### src/rtl/mmio_pkg.sv
// Shared definitions for memory-mapped bus devices.
// Register offsets, CTRL bit positions, timer modes and device slots.
package mmio_pkg;

   localparam logic [3:0] CTRL_OFS   = 4'h0;
   localparam logic [3:0] PRESET_OFS = 4'h4;
   localparam logic [3:0] COUNT_OFS  = 4'h8;

   localparam int CTRL_EN = 0;
   localparam int CTRL_IM = 3;

   localparam logic [1:0] MODE_ONESHOT = 2'b00;
   localparam logic [1:0] MODE_RELOAD  = 2'b01;

   typedef enum logic [1:0] {
      IDLE,
      CNT,
      INT
   } tmr_state_e;

   localparam logic [31:0] DEV0_BASE = 32'h0000_7f00;
   localparam logic [31:0] DEV1_BASE = 32'h0000_7f10;
   localparam logic [31:0] DEV2_BASE = 32'h0000_7f20;

endpackage

### src/rtl/mmio_byte_merge.sv
// Byte-lane write merge: lanes with byteen set take wdata,
// the others keep the old word.
module mmio_byte_merge (
   input  logic [31:0] old_i,
   input  logic [31:0] wdata_i,
   input  logic [3:0]  byteen_i,
   output logic [31:0] merged_o
);

   always_comb begin
      merged_o = old_i;
      for (int i = 0; i < 4; i++) begin
         if (byteen_i[i]) begin
            merged_o[8*i +: 8] = wdata_i[8*i +: 8];
         end
      end
   end

endmodule

### src/rtl/mmio_timer.sv
// Memory-mapped countdown timer with one-shot / auto-reload modes
// and a maskable interrupt line.
module mmio_timer
   import mmio_pkg::*;
#(
   parameter logic [31:0] BASE = 32'h0000_7f00
) (
   input  logic        clk,
   input  logic        reset,
   input  logic [31:0] addr,
   input  logic [3:0]  byteen,
   input  logic [31:0] wdata,
   output logic [31:0] rdata,
   output logic        irq
);

   logic [3:0]  ctrl_q, ctrl_d;
   logic [31:0] preset_q, preset_d;
   logic [31:0] count_q, count_d;
   logic        flag_q, flag_d;
   tmr_state_e  state_q, state_d;

   logic [31:0] ofs;
   logic        hit;
   logic        wr_ctrl;
   logic        wr_preset;
   logic        reload;
   logic [3:0]  ctrl_wr;
   logic [31:0] preset_wr;

   assign ofs       = addr - BASE;
   assign hit       = ofs < 32'd12;
   assign wr_ctrl   = hit && (|byteen) && (ofs[3:2] == CTRL_OFS[3:2]);
   assign wr_preset = hit && (|byteen) && (ofs[3:2] == PRESET_OFS[3:2]);
   assign reload    = ctrl_q[2:1] == MODE_RELOAD;

   // CTRL only has live bits in lane 0
   assign ctrl_wr = byteen[0] ? wdata[3:0] : ctrl_q;

   mmio_byte_merge u_preset_merge (
      .old_i    (preset_q),
      .wdata_i  (wdata),
      .byteen_i (byteen),
      .merged_o (preset_wr)
   );

   always_comb begin
      rdata = '0;
      if (hit) begin
         case (ofs[3:2])
            CTRL_OFS[3:2]:   rdata = {28'b0, ctrl_q};
            PRESET_OFS[3:2]: rdata = preset_q;
            COUNT_OFS[3:2]:  rdata = count_q;
            default:         rdata = '0;
         endcase
      end
   end

   assign irq = ctrl_q[CTRL_IM] & flag_q;

   always_comb begin
      ctrl_d   = ctrl_q;
      preset_d = preset_q;
      count_d  = count_q;
      flag_d   = flag_q;
      state_d  = state_q;
      unique case (state_q)
         IDLE: begin
            if (ctrl_q[CTRL_EN]) begin
               count_d = preset_q;
               state_d = CNT;
            end
         end
         CNT: begin
            if (!ctrl_q[CTRL_EN]) begin
               state_d = IDLE;
            end else if (count_q > 32'd1) begin
               count_d = count_q - 32'd1;
            end else begin
               count_d = '0;
               flag_d  = 1'b1;
               state_d = INT;
            end
         end
         INT: begin
            state_d = IDLE;
            if (reload) begin
               flag_d = 1'b0;
            end else begin
               ctrl_d[CTRL_EN] = 1'b0;
            end
         end
         default: state_d = IDLE;
      endcase
      // a CTRL write acknowledges and restarts, overriding the FSM
      if (wr_ctrl) begin
         ctrl_d  = ctrl_wr;
         flag_d  = 1'b0;
         state_d = IDLE;
      end
      if (wr_preset) begin
         preset_d = preset_wr;
      end
   end

   always_ff @(posedge clk) begin
      if (reset) begin
         ctrl_q   <= '0;
         preset_q <= '0;
         count_q  <= '0;
         flag_q   <= 1'b0;
         state_q  <= IDLE;
      end else begin
         ctrl_q   <= ctrl_d;
         preset_q <= preset_d;
         count_q  <= count_d;
         flag_q   <= flag_d;
         state_q  <= state_d;
      end
   end

endmodule

### config.mk
export PLATFORM = sky130hd
export DESIGN_NAME = mmio_timer
export DESIGN_NICKNAME = d
export VERILOG_FILES = /design/src/rtl/mmio_pkg.sv /design/src/rtl/mmio_byte_merge.sv /design/src/rtl/mmio_timer.sv
export SDC_FILE = /design/constraint.sdc
export NUM_CORES = 1
export LEC_CHECK = 0
export CORE_MARGIN = 2
export CORE_UTILIZATION = 52
export CTS_BUF_LIST = sky130_fd_sc_hd__clkbuf_16
export DETAILED_ROUTE_END_ITERATION = 16
export PLACE_DENSITY = 0.83
export SYNTH_ARGS = -nofsm -noshare
export SYNTH_HDL_FRONTEND = slang
export SYNTH_SLANG_ARGS = --single-unit
### constraint.sdc
create_clock -name clk -period 5.56 [get_ports clk]
set_input_delay 1.112 -clock clk [delete_from_list [all_inputs] [get_ports clk]]
set_output_delay 1.112 -clock clk [all_outputs]
set_load 0.005 [all_outputs]
After elaboration in Yosys (flattened, before gate mapping)
Index checks and enable logic that the tools add are counted.

storage, ports and cells
  output and inout bits = 33
  bits in registers = 71
  logic and storage cells = 63
  input bits = 70

cells by class
  multiplexer cells = 18
  bitwise operators = 1
  eq/ne operators = 12
  magnitude comparators = 2
  add/sub/neg operators = 2
  reduce and logical (&&, ||, !) cells = 19

operators with widths
  cell                      count
  $mux W32                  4
  $pmux W32 S3              1
  $pmux W32 S2              1
  $gt A32 B1 Y1 const B     1
  $lt A32 B4 Y1 const B     1
  $sub A32 B1 Y32 const B   1
  $sub A32 B15 Y32 const B  1
  $ne A2 B2 Y1 const B      6
  $reduce_and A2 Y1         6
  $mux W1                   7
  $eq A2 B1 Y1 const B      3
  $mux W2                   3
  $reduce_and A3 Y1         2
  $reduce_bool A2 Y1        3
  $eq A2 B2 Y1 const B      2
  $logic_not A2 Y1          2
  $pmux W2 S2               1
  $reduce_and A4 Y1         1
  $reduce_or A4 Y1          1
  $logic_and A1 B1 Y1       3
  $ne A3 B3 Y1 const B      1
  $pmux W1 S2               1
  $reduce_or A2 Y1          1
  $and A1 B1 Y1             1

Longest topological paths before layout
  word-level depth = 6
  depth in mapped cells = 8
  gate-level depth less buffers = 7

Hierarchy
Synthesis repeated with hierarchy kept, for this count alone.

unflattened totals
  cells, all modules = 639
  area, all modules = 5096.1 µm²

by module, submodules not included
  module           area an instance (µm²)  cells each  times used  seq. area each (µm²)
  mmio_timer       4570.6                  603         1           1421.4
  mmio_byte_merge  525.5                   36          1           0.0

Least setup slack after synthesis
No wires, ideal clock.

  kind = input to output
  from = input port addr[29]
  to = output port rdata[10]
  path buffers = 1
  setup slack = 1774 ps
  required time = 4448 ps
  cell stages on the path = 5
  data arrival time = 2674 ps
  path through = or4b_2 -> nor4_1 -> nand3_1 -> clkbuf_1 -> nor2_1

between the ends
  word-level cells in the longest chain between the ends = 3

RTL lines
  element             line              source
  start: declaration  mmio_timer.sv:10  input logic [31:0] addr,
  $sub A32 B15 Y32    mmio_timer.sv:31  assign ofs = addr - BASE;
  $lt A32 B4 Y1       mmio_timer.sv:32  assign hit = ofs < 32'd12;
  $mux W32            mmio_timer.sv:49  if (hit) begin
  end: declaration    mmio_timer.sv:13  output logic [31:0] rdata,

Every way passes these cells.

Worst setup path after layout
  from = input port addr[29]
  to = output port rdata[14]

Same word-level chain as after synthesis.

==> impl_metrics.csv <==
group,metric,value,unit
run_status,status,"finished, final reports clean",
sta,drv_slew,0,
logic_synthesis,yosys.area.top_type,"dfxtp_1",
clock_network,clkSinkCount,71,
logic_synthesis,syn_nets,660,
drt,dr.first_iter.drc_count,407,
cells_and_area,syn_to_final_growth,31.4,%
logic_synthesis,ys.warnings.count,0,
setup_path,critPathKind,"in -> out",
die,pin_count,103,
grt,grt_pass1_vias,4758,
logic_synthesis,syn_area_per_cell,7.40,um2
setup_path,cp_max_fo,20,
clock_network,post_cts_buffers,0,
power,swShare,21.7,%
grt,use_met3,5.45,%
clock_network,numCtsBuffers,9,
drt,post-route-drc-count,0,
logic_synthesis,synth_flop_cell,"dfxtp_1",
placement,place.gp.congestion,0.915,
power,p_seq_share,42.1,%
setup_path,cp_slowest_cell,"or4b_2",
grt,grt_pass1_wl,23.4,mm
sta,setup_viol,0,
setup_path,required,4.45,ns
logic_synthesis,synth-async-reset-ratio,0,%
sta,fin_skew,0.00604,ns
min_path,hp-class,"reg -> reg",
setup_path,arrival,3.77,ns
power,clkPwrFrac,50.7,%
drt,drtAntennaViolNets,0,
sta,worst-slew-pin-transition,1.05,ns
logic_synthesis,synth_top_area_share,32.7,%
logic_synthesis,ys_ff_latch,71,
drt,drt_first_pass_iters,5,
cells_and_area,finalInstanceArea,5720,um2
placement,hpwl,10.2,mm
grt,grt.met2_usage,53.3,%
clock_network,cts_max_level,3,
sta,rsz0062_at_grt,"false",
drt,vias,5216,
clock_network,cts_tree,"done",
power,p_comb_share,7.1,%
drt,routed_via_density,6.75,
grt,grtUsageMet1,42.8,%
grt,antenna_found_initial,0,
cells_and_area,final_cell_mix,"99 x clkdlybuf4s50_1, 71 x dfxtp_1, 70 x a21oi_1",
clock_network,clk_pin_slew,0.05,ns
cells_and_area,drive_gt1_share,6.44,%
power,power.internal,945,uW
placement,place_area,5400,um2
clock_network,clock_latency,0.33,ns
cells_and_area,n_fill_cell,693,
logic_synthesis,syn_area,4350,um2
sta,slew_headroom,30.2,%
run,maxCapViolCount,0,
sta,max_freq,205,MHz
grt,track_usage,32.5,%
sta,hold_ws,0.482,ns
die,fp.dieW,95.5,um
placement,port_buffers,100,
clock_network,cts_buffer_depth,2,
logic_synthesis,ys_top_cells_by_area,"dfxtp_1 33%, a21oi_1 8.1%, nor2_1 5.6%",
die,num_rows,33,
grt,overflow,0,
setup_path,crit_path_end_kind,"output port",
setup_path,crit_chain,"clkdlybuf4s50_1, or4b_2, nor4_1, nand3_1, buf_4, nor2_1, clkdlybuf4s50_1",
power,peakVddDrop,114,uV
logic_synthesis,yosys.cell_types.count,57,
power,power.leakage,1.96,nW
clock_network,cts_resized,0,
sta,min_period,4.88,ns
logic_synthesis,ys_seq_area_share,32.7,%
sta,hold_violations,0,
setup_path,critPathLaunchType,"input port",
sta,setup_tns,0,ns
cells_and_area,antenna_cells,0,
clock_network,holdBufCountCts,0,
clock_network,root_buffer,"clkbuf_16",
die,dieArea,9120,um2
logic_synthesis,synth_cells,588,
cells_and_area,final_common_cell,"clkdlybuf4s50_1",
power,p_switching,262,uW
drt,wl_per_cell,19.0,um
cells_and_area,fin_nets,735,
die,core_area,8180,um2
die,start_util,53.2,%
die,die_height,95.5,um
logic_synthesis,synth-edff-count,0,
sta,period_share,87.8,%
setup_path,cpPeakStageDelay,0.66,ns
power,power_density,211,nW/um2
setup_path,crit_top_cell,"clkdlybuf4s50_1",
grt,grt.busiest_layer,"met2",
grt,grt_max_degree,44,
drt,routed_wl,14.7,mm
==> power by group through the flow <==
stage / Combinational [mW] / Sequential, mW / Clock, mW
floorplan: 0.0254 / 0.520 / 0
global placement: 0.0828 / 0.520 / 0
detailed placement: 0.0844 / 0.520 / 0
CTS: 0.0849 / 0.509 / 0.612
global route: 0.0916 / 0.508 / 0.633
finish: 0.0860 / 0.509 / 0.613
==> sequential cells by signal, indices dropped and copies added (netlist names) <==
signal	count
preset_q	32
ctrl_q	4
state_q	2
count_q	32
flag_q	1
==> final cells by class <==
class	instances	area (um2)	share of cell area [%]
Multi-Input combinational cell	453	2700	47.2
Sequential cell	71	1420	24.9
Timing Repair Buffer	113	1090	19.1
Clock buffer	9	225	3.94
Tap cell	105	131	2.30
Clock inverter	7	88.8	1.55
Inverter	15	56.3	0.985
==> routing by layer <==
metal | vias to the layer above | part of all wire, %
met5 | - | 0
li1 | 2419 | -
met4 | 0 | 2.4
met1 | 2454 | 41
met2 | 304 | 48
met3 | 39 | 9.0
==> worst paths after layout <==
path / start / endpoint / slack, ns / cells after the start
max: addr[29] / rdata[14] / 0.68 / 7
max reg2reg: count_q[27] / count_q[0] / 2.43 / 6
min: state_q[0] / state_q[0] / 0.48 / 1
min reg2reg: state_q[0] / state_q[0] / 0.48 / 1
==> metrics by stage <==
step / power [mW] / std cells / utilization, % / worst slack [ns]
floorplan: 0.545 / 588 / - / 1.77
global placement: 0.603 / 757 / 66.1 / 0.681
detailed placement: 0.604 / 757 / 66.1 / 0.684
CTS: 1.21 / 773 / 69.9 / 0.671
global route: 1.23 / 773 / 69.9 / 0.466
finish: 1.21 / 773 / 69.9 / 0.679
==> synthesized netlist by cell type (14+ instances only) <==
library cell	n
or4_1	14
inv_1	15
nor4_1	19
a31oi_1	20
and3_1	20
o21ai_0	41
a21oi_1	70
nand3_1	47
clkbuf_1	46
nor2_1	65
dfxtp_1	71
nand2_1	15
a22oi_1	29
==> cell families (layout without fill, tap and decap cells) <==
family,count (synthesis),count (layout),synth area share [%]
simple gates,237,237,29.5
compound gates,206,206,29.7
flops,71,71,32.7
buf+inv,64,144,5.69
mux,8,8,1.90
fa+ha+maj,2,2,0.575
==> worst max-delay path, delay by kind of cell <==
family / cells / cell delay [ns]
buffers and inverters: 3 / 1.21
AND/OR/NAND/NOR: 4 / 1.43
Power figures use the tool's default switching activity.
